File: config.mk
export PLATFORM = sky130hd
export DESIGN_NAME = phase_sequencer_flat
export DESIGN_NICKNAME = d
export VERILOG_FILES = /design/src/rtl/phase_sequencer_if.sv /design/src/rtl/phase_sequencer.sv /design/src/flat_wrapper.sv
export SDC_FILE = /design/constraint.sdc
export NUM_CORES = 1
export LEC_CHECK = 0
export BUFFER_PORTS_ARGS = -buffer_cell sky130_fd_sc_hd__buf_4
export CAP_MARGIN = 10
export CORE_ASPECT_RATIO = 0.9
export CORE_MARGIN = 2
export CORE_UTILIZATION = 47
export DETAILED_ROUTE_END_ITERATION = 12
export GPL_TIMING_DRIVEN = 0
export MAX_ROUTING_LAYER = met4
export PLACE_DENSITY = 0.7
export SYNTH_ARGS = -nofsm -noshare
export SYNTH_HDL_FRONTEND = slang
export SYNTH_SLANG_ARGS = --single-unit
File: constraint.sdc
create_clock -name clk -period 3.4 [get_ports clk]
set_clock_uncertainty 0.15 [all_clocks]
set_input_delay 0.34 -clock clk [delete_from_list [all_inputs] [get_ports clk]]
set_output_delay 0.34 -clock clk [all_outputs]
set_load 0.02 [all_outputs]
File: src/rtl/phase_sequencer_if.sv
// Bundle of the phase sequencer's control and status signals.
//   run, mem_op, halt, mem_ack : driven by the instruction source / memory
//   phase[4:0]                 : one-hot F,R,X,M,W (0 when no instruction active)
//   mem_req, busy, halted, err : status decodes of the sequencer state
//   retired[31:0]              : number of completed W phases
// Modport slave is the sequencer's view; master is the environment's view.
interface phase_sequencer_if;
    logic        run;
    logic        mem_op;
    logic        halt;
    logic        mem_ack;
    logic [4:0]  phase;
    logic        mem_req;
    logic        busy;
    logic        halted;
    logic        err;
    logic [31:0] retired;

    modport slave (
        input  run, mem_op, halt, mem_ack,
        output phase, mem_req, busy, halted, err, retired
    );

    modport master (
        output run, mem_op, halt, mem_ack,
        input  phase, mem_req, busy, halted, err, retired
    );
endinterface

File: src/rtl/phase_sequencer.sv
// Five-phase instruction sequencer (Fetch, Read, eXecute, Memory, Writeback).
//   clk   : clock, all state changes on the rising edge
//   n_rst : synchronous active-low reset
//   bus   : phase_sequencer_if.slave carrying run/mem_op/halt/mem_ack in and
//           phase/mem_req/busy/halted/err/retired out
// Memory phases (F, and M when the instruction uses memory) wait for mem_ack;
// waiting WAIT_LIMIT cycles without an ack drops into a terminal ERROR state.
// All outputs are flops loaded from the next-state decode, so they carry no
// combinational path from the inputs.
module phase_sequencer #(
    parameter int unsigned WAIT_LIMIT = 16
) (
    input  logic               clk,
    input  logic               n_rst,
    phase_sequencer_if.slave   bus
);

    localparam int CW = (WAIT_LIMIT > 1) ? $clog2(WAIT_LIMIT) : 1;
    localparam logic [CW-1:0] LAST_WAIT = CW'(WAIT_LIMIT - 1);

    typedef enum logic [2:0] {
        S_IDLE   = 3'd0,
        S_F      = 3'd1,
        S_R      = 3'd2,
        S_X      = 3'd3,
        S_M      = 3'd4,
        S_W      = 3'd5,
        S_HALTED = 3'd6,
        S_ERROR  = 3'd7
    } state_t;

    state_t        state_r;
    state_t        state_next_s;
    logic          mop_r;
    logic          mop_next_s;
    logic [CW-1:0] wait_cnt_r;
    logic [CW-1:0] wait_cnt_next_s;
    logic          retire_s;

    logic [4:0]    phase_r;
    logic          mem_req_r;
    logic          busy_r;
    logic          halted_r;
    logic          err_r;
    logic [31:0]   retired_r;

    // One-hot phase decode of a state; non-instruction states decode to zero.
    function automatic logic [4:0] phase_of(input state_t s);
        logic [4:0] p;
        case (s)
            S_F:     p = 5'b00001;
            S_R:     p = 5'b00010;
            S_X:     p = 5'b00100;
            S_M:     p = 5'b01000;
            S_W:     p = 5'b10000;
            default: p = 5'b00000;
        endcase
        return p;
    endfunction

    // Next-state, memory-op latch and wait-counter logic.
    always_comb begin
        state_next_s    = state_r;
        mop_next_s      = mop_r;
        wait_cnt_next_s = wait_cnt_r;
        retire_s        = 1'b0;
        case (state_r)
            S_IDLE: begin
                if (bus.run) begin
                    state_next_s    = S_F;
                    wait_cnt_next_s = {CW{1'b0}};
                end else begin
                    state_next_s = S_IDLE;
                end
            end
            S_F: begin
                // Ack wins over a timeout that falls in the same cycle.
                if (bus.mem_ack) begin
                    state_next_s = S_R;
                end else if (wait_cnt_r == LAST_WAIT) begin
                    state_next_s = S_ERROR;
                end else begin
                    wait_cnt_next_s = wait_cnt_r + {{(CW-1){1'b0}}, 1'b1};
                end
            end
            S_R: begin
                state_next_s = S_X;
            end
            S_X: begin
                state_next_s    = S_M;
                mop_next_s      = bus.mem_op;
                wait_cnt_next_s = {CW{1'b0}};
            end
            S_M: begin
                if (!mop_r) begin
                    state_next_s = S_W;
                end else if (bus.mem_ack) begin
                    state_next_s = S_W;
                end else if (wait_cnt_r == LAST_WAIT) begin
                    state_next_s = S_ERROR;
                end else begin
                    wait_cnt_next_s = wait_cnt_r + {{(CW-1){1'b0}}, 1'b1};
                end
            end
            S_W: begin
                retire_s = 1'b1;
                // halt is only looked at here and outranks run.
                if (bus.halt) begin
                    state_next_s = S_HALTED;
                end else if (bus.run) begin
                    state_next_s    = S_F;
                    wait_cnt_next_s = {CW{1'b0}};
                end else begin
                    state_next_s = S_IDLE;
                end
            end
            S_HALTED: begin
                state_next_s = S_HALTED;
            end
            S_ERROR: begin
                state_next_s = S_ERROR;
            end
            default: begin
                state_next_s = S_ERROR;
            end
        endcase
    end

    // State, latch, counter and output registers; outputs follow the next state.
    always_ff @(posedge clk) begin
        if (!n_rst) begin
            state_r    <= S_IDLE;
            mop_r      <= 1'b0;
            wait_cnt_r <= {CW{1'b0}};
            phase_r    <= 5'b00000;
            mem_req_r  <= 1'b0;
            busy_r     <= 1'b0;
            halted_r   <= 1'b0;
            err_r      <= 1'b0;
            retired_r  <= 32'd0;
        end else begin
            state_r    <= state_next_s;
            mop_r      <= mop_next_s;
            wait_cnt_r <= wait_cnt_next_s;
            phase_r    <= phase_of(state_next_s);
            mem_req_r  <= (state_next_s == S_F) || ((state_next_s == S_M) && mop_next_s);
            busy_r     <= |phase_of(state_next_s);
            halted_r   <= (state_next_s == S_HALTED);
            err_r      <= (state_next_s == S_ERROR);
            if (retire_s) begin
                retired_r <= retired_r + 32'd1;
            end else begin
                retired_r <= retired_r;
            end
        end
    end

    assign bus.phase   = phase_r;
    assign bus.mem_req = mem_req_r;
    assign bus.busy    = busy_r;
    assign bus.halted  = halted_r;
    assign bus.err     = err_r;
    assign bus.retired = retired_r;

endmodule

File: src/flat_wrapper.sv
// flat-port wrapper written by rule: the top's interface ports become plain ports
module phase_sequencer_flat 
#(
    parameter int unsigned WAIT_LIMIT = 16
)
  (clk, n_rst, bus_run, bus_mem_op, bus_halt, bus_mem_ack, bus_phase, bus_mem_req, bus_busy, bus_halted, bus_err, bus_retired);
  phase_sequencer_if bus_i ();
  input  logic clk;
  input  logic n_rst;
  input wire logic [$bits(bus_i.run)-1:0] bus_run;
  input wire logic [$bits(bus_i.mem_op)-1:0] bus_mem_op;
  input wire logic [$bits(bus_i.halt)-1:0] bus_halt;
  input wire logic [$bits(bus_i.mem_ack)-1:0] bus_mem_ack;
  output wire logic [$bits(bus_i.phase)-1:0] bus_phase;
  output wire logic [$bits(bus_i.mem_req)-1:0] bus_mem_req;
  output wire logic [$bits(bus_i.busy)-1:0] bus_busy;
  output wire logic [$bits(bus_i.halted)-1:0] bus_halted;
  output wire logic [$bits(bus_i.err)-1:0] bus_err;
  output wire logic [$bits(bus_i.retired)-1:0] bus_retired;
  assign bus_i.run = bus_run;
  assign bus_i.mem_op = bus_mem_op;
  assign bus_i.halt = bus_halt;
  assign bus_i.mem_ack = bus_mem_ack;
  assign bus_phase = bus_i.phase;
  assign bus_mem_req = bus_i.mem_req;
  assign bus_busy = bus_i.busy;
  assign bus_halted = bus_i.halted;
  assign bus_err = bus_i.err;
  assign bus_retired = bus_i.retired;
  phase_sequencer #(.WAIT_LIMIT(WAIT_LIMIT)) u_core (.clk(clk), .n_rst(n_rst), .bus(bus_i));
endmodule
==> impl_results.md <==
* DRT Pass-1 Iters at 4
* R2R setup slack at between 1 and 1.5 ns
* Synth warn at 0
* Status: finished clean
* Worst slew pin tran at roughly 0.59 ns
* Synth-to-layout area growth at 22.8%
* Setup tns final at 0 ns
* Min-delay worst type: input port to flop
* Cell Rows at 24
* RSZ-0062 raised after global routing: false
* ANT cells at 0
* Endpoint type of the worst setup path: flop
* Synth area leader: dfxtp_1
* Clock buffer depth at 2
* DRT iter0 DRCs at around 100
* Worst hold slack at 0.233 ns
* Min Tclk post-route at 2.11 ns
* Leakage at 1.27 nW
* Remaining DRCs at 0
* DR vias/cell at 5.24
* H-tree Lvls at 2
* Max-cap violations at 0
* Die height at 71.3 um
* Final net count at 320
* CTS tree: yes
* Worst-skew pair later-pin latency at just over 0.3 ns
* Yosys top cell area share at about two fifths
* Clock slew at reported path FFs at 0.09 ns
* #FFs+latches synth at 49
* Sequential area share after synthesis at 41.5%
* DRT antenna net count at 0
* Synth area leaders: dfxtp_1 41%, and2_1 5.6%, xnor2_1 5.6%, nand2_1 4.4%, mux2i_1 3.8%
* Worst VDD drop at a little under 300 uV
* Most common library cell in the layout ignoring fill and taps: dfxtp_1
* EDFF count, synth at 0
* Core ar. at 4830 um2
* Prevailing post-synth register cell: dfxtp_1
* CTS Root Cell: clkbuf_8
* Starting Density at 48.9%
* Via count at 1982
* Wirelength, routed at 5.00 mm
* CTS Hold Bufs at 0
* Drt wl/cell at 13.2 um
* CP arrival at 2.16 ns
* Die ar. at around 5600 um2
* Asr flop ratio synth at 0%
* GPL Wtd Cong at 0.887
* Synth cell types at 48
* Mapped Avg Cell Area at 9.10 um2
* Clk sinks at 49
* Mapped Cells at 260
* GRT Total Usage at between 20% and 30%
* Pins Over Slew Limit at 0
* Power Total at 1.16 mW
* Most frequent cells in the layout: 49 x dfxtp_1, 46 x buf_4, 28 x nand2_1
* I/O Pins at 47
* Slew HR at 60.6%
* Largest net degree at the start of global routing at 16
* Total CTS buffers at 5
* Worst setup SP type: flop
* Die W at 78.8 um
* Gr ovfl total at 0
* Required time worst endpoint at 3.45 ns
* Detailed Place HPWL at 3.61 mm
* Post-cts sizing count at 0
* FMAX at about 0.47 GHz
* Share of cells above drive strength 1 at ~22%
* # setup viols final at 0
* Critical path type: flop to flop
* Worst-path fanout max at 5
* Post-CTS setup buffers at 0
* Mapped Area at 2360 um2
* Period utilisation layout at 62.0%
* Final Hold Fails at 0
* Net Count, Synth at 268
* Port Buffers at 45
* Power per standard cell area at 398 nW/um2
* Initial antenna violation count at 0
* First-pass GRT wire length at between 8 and 9 mm
* Vias in the first global route at 1832
[registers in the layout, indices dropped and copies added (netlist names)]
register	cells
u_core.bus.busy	1
u_core.bus.err	1
u_core.bus.halted	1
u_core.bus.retired	32
u_core.mop_r	1
u_core.bus.mem_req	1
u_core.wait_cnt_r	4
u_core.state_r	3
u_core.bus.phase	5
[cell type report]
class | instances | area, um2
Buffer | 10 | 50.0
Clock buffer | 6 | 82.6
Clock inverter | 2 | 37.5
Fill cell | 429 | 1930
Inverter | 5 | 18.8
Multi-Input combinational cell | 196 | 1320
Sequential cell | 49 | 981
Tap cell | 65 | 81.3
Timing Repair Buffer | 45 | 338
[cells in the mapped netlist (all sizes together) (4+ instances only)]
cell type,number
nand4,14
clkbuf,7
xor2,4
o21ai,6
xnor2,15
inv,5
or3,4
dfxtp,49
a21oi,5
nand2b,11
nor2b,4
mux2i,9
nor2,15
and3,8
nand3,13
and2,21
nand2,29
[through the flow]
step / instances / setup WS (ns) / util [%] / cell area [um2]
after floorplan: 260 / 1.46 / - / 2360
after global placement: 370 / 1.32 / 57.6 / 2780
after detailed placement: 370 / 1.31 / 57.6 / 2780
after CTS: 378 / 1.31 / 60.1 / 2900
after global routing: 378 / 1.05 / 60.1 / 2900
final: 378 / 1.29 / 60.1 / 2900
[logic make-up after synthesis]
logic type / Yosys count / share of synthesized area (%)
buffers and inverters: 15 / 2.91
AOI/OAI and AO/OA: 33 / 10.1
adders and majority gates: 2 / 1.06
xor gates and xnor gates: 19 / 7.04
DFF: 49 / 41.5
and+or+nand+nor: 131 / 32.6
muxes: 11 / 4.76
[where the power goes]
| group | switching, mW | internal, mW | total, mW |
|---|---|---|---|
| logic | 0.0755 | 0.0494 | 0.125 |
| clock network | 0.196 | 0.239 | 0.435 |
| registers | 0.00866 | 0.588 | 0.596 |
| total | 0.280 | 0.876 | 1.16 |
[layer usage]
metal / wire (um) / track usage, %
met2: 2130 / 27.6
met5: 0 / -
met3: 237 / 5.16
met4: 80 / 7.41
met1: 2550 / 28.3
[worst max-delay path, stage by stage (launching register included)]
cell	delay [ns]
dfxtp_1	0.34
ha_1	0.24
a31oi_1	0.26
nor3b_1	0.09
a311oi_1	0.53
nor2b_1	0.17
and3_1	0.23
[worst paths after layout]
path                                from                endpoint  cells past startpoint
hold reg to reg   u_core.bus.retired[31]  u_core.bus.retired[31]                      2
setup reg to reg    u_core.wait_cnt_r[0]          u_core.bus.err                      6
hold / removal                bus_mem_op            u_core.mop_r                      3
setup / recovery    u_core.wait_cnt_r[0]          u_core.bus.err                      6
No activity file was read; power rests on OpenSTA's default activity.
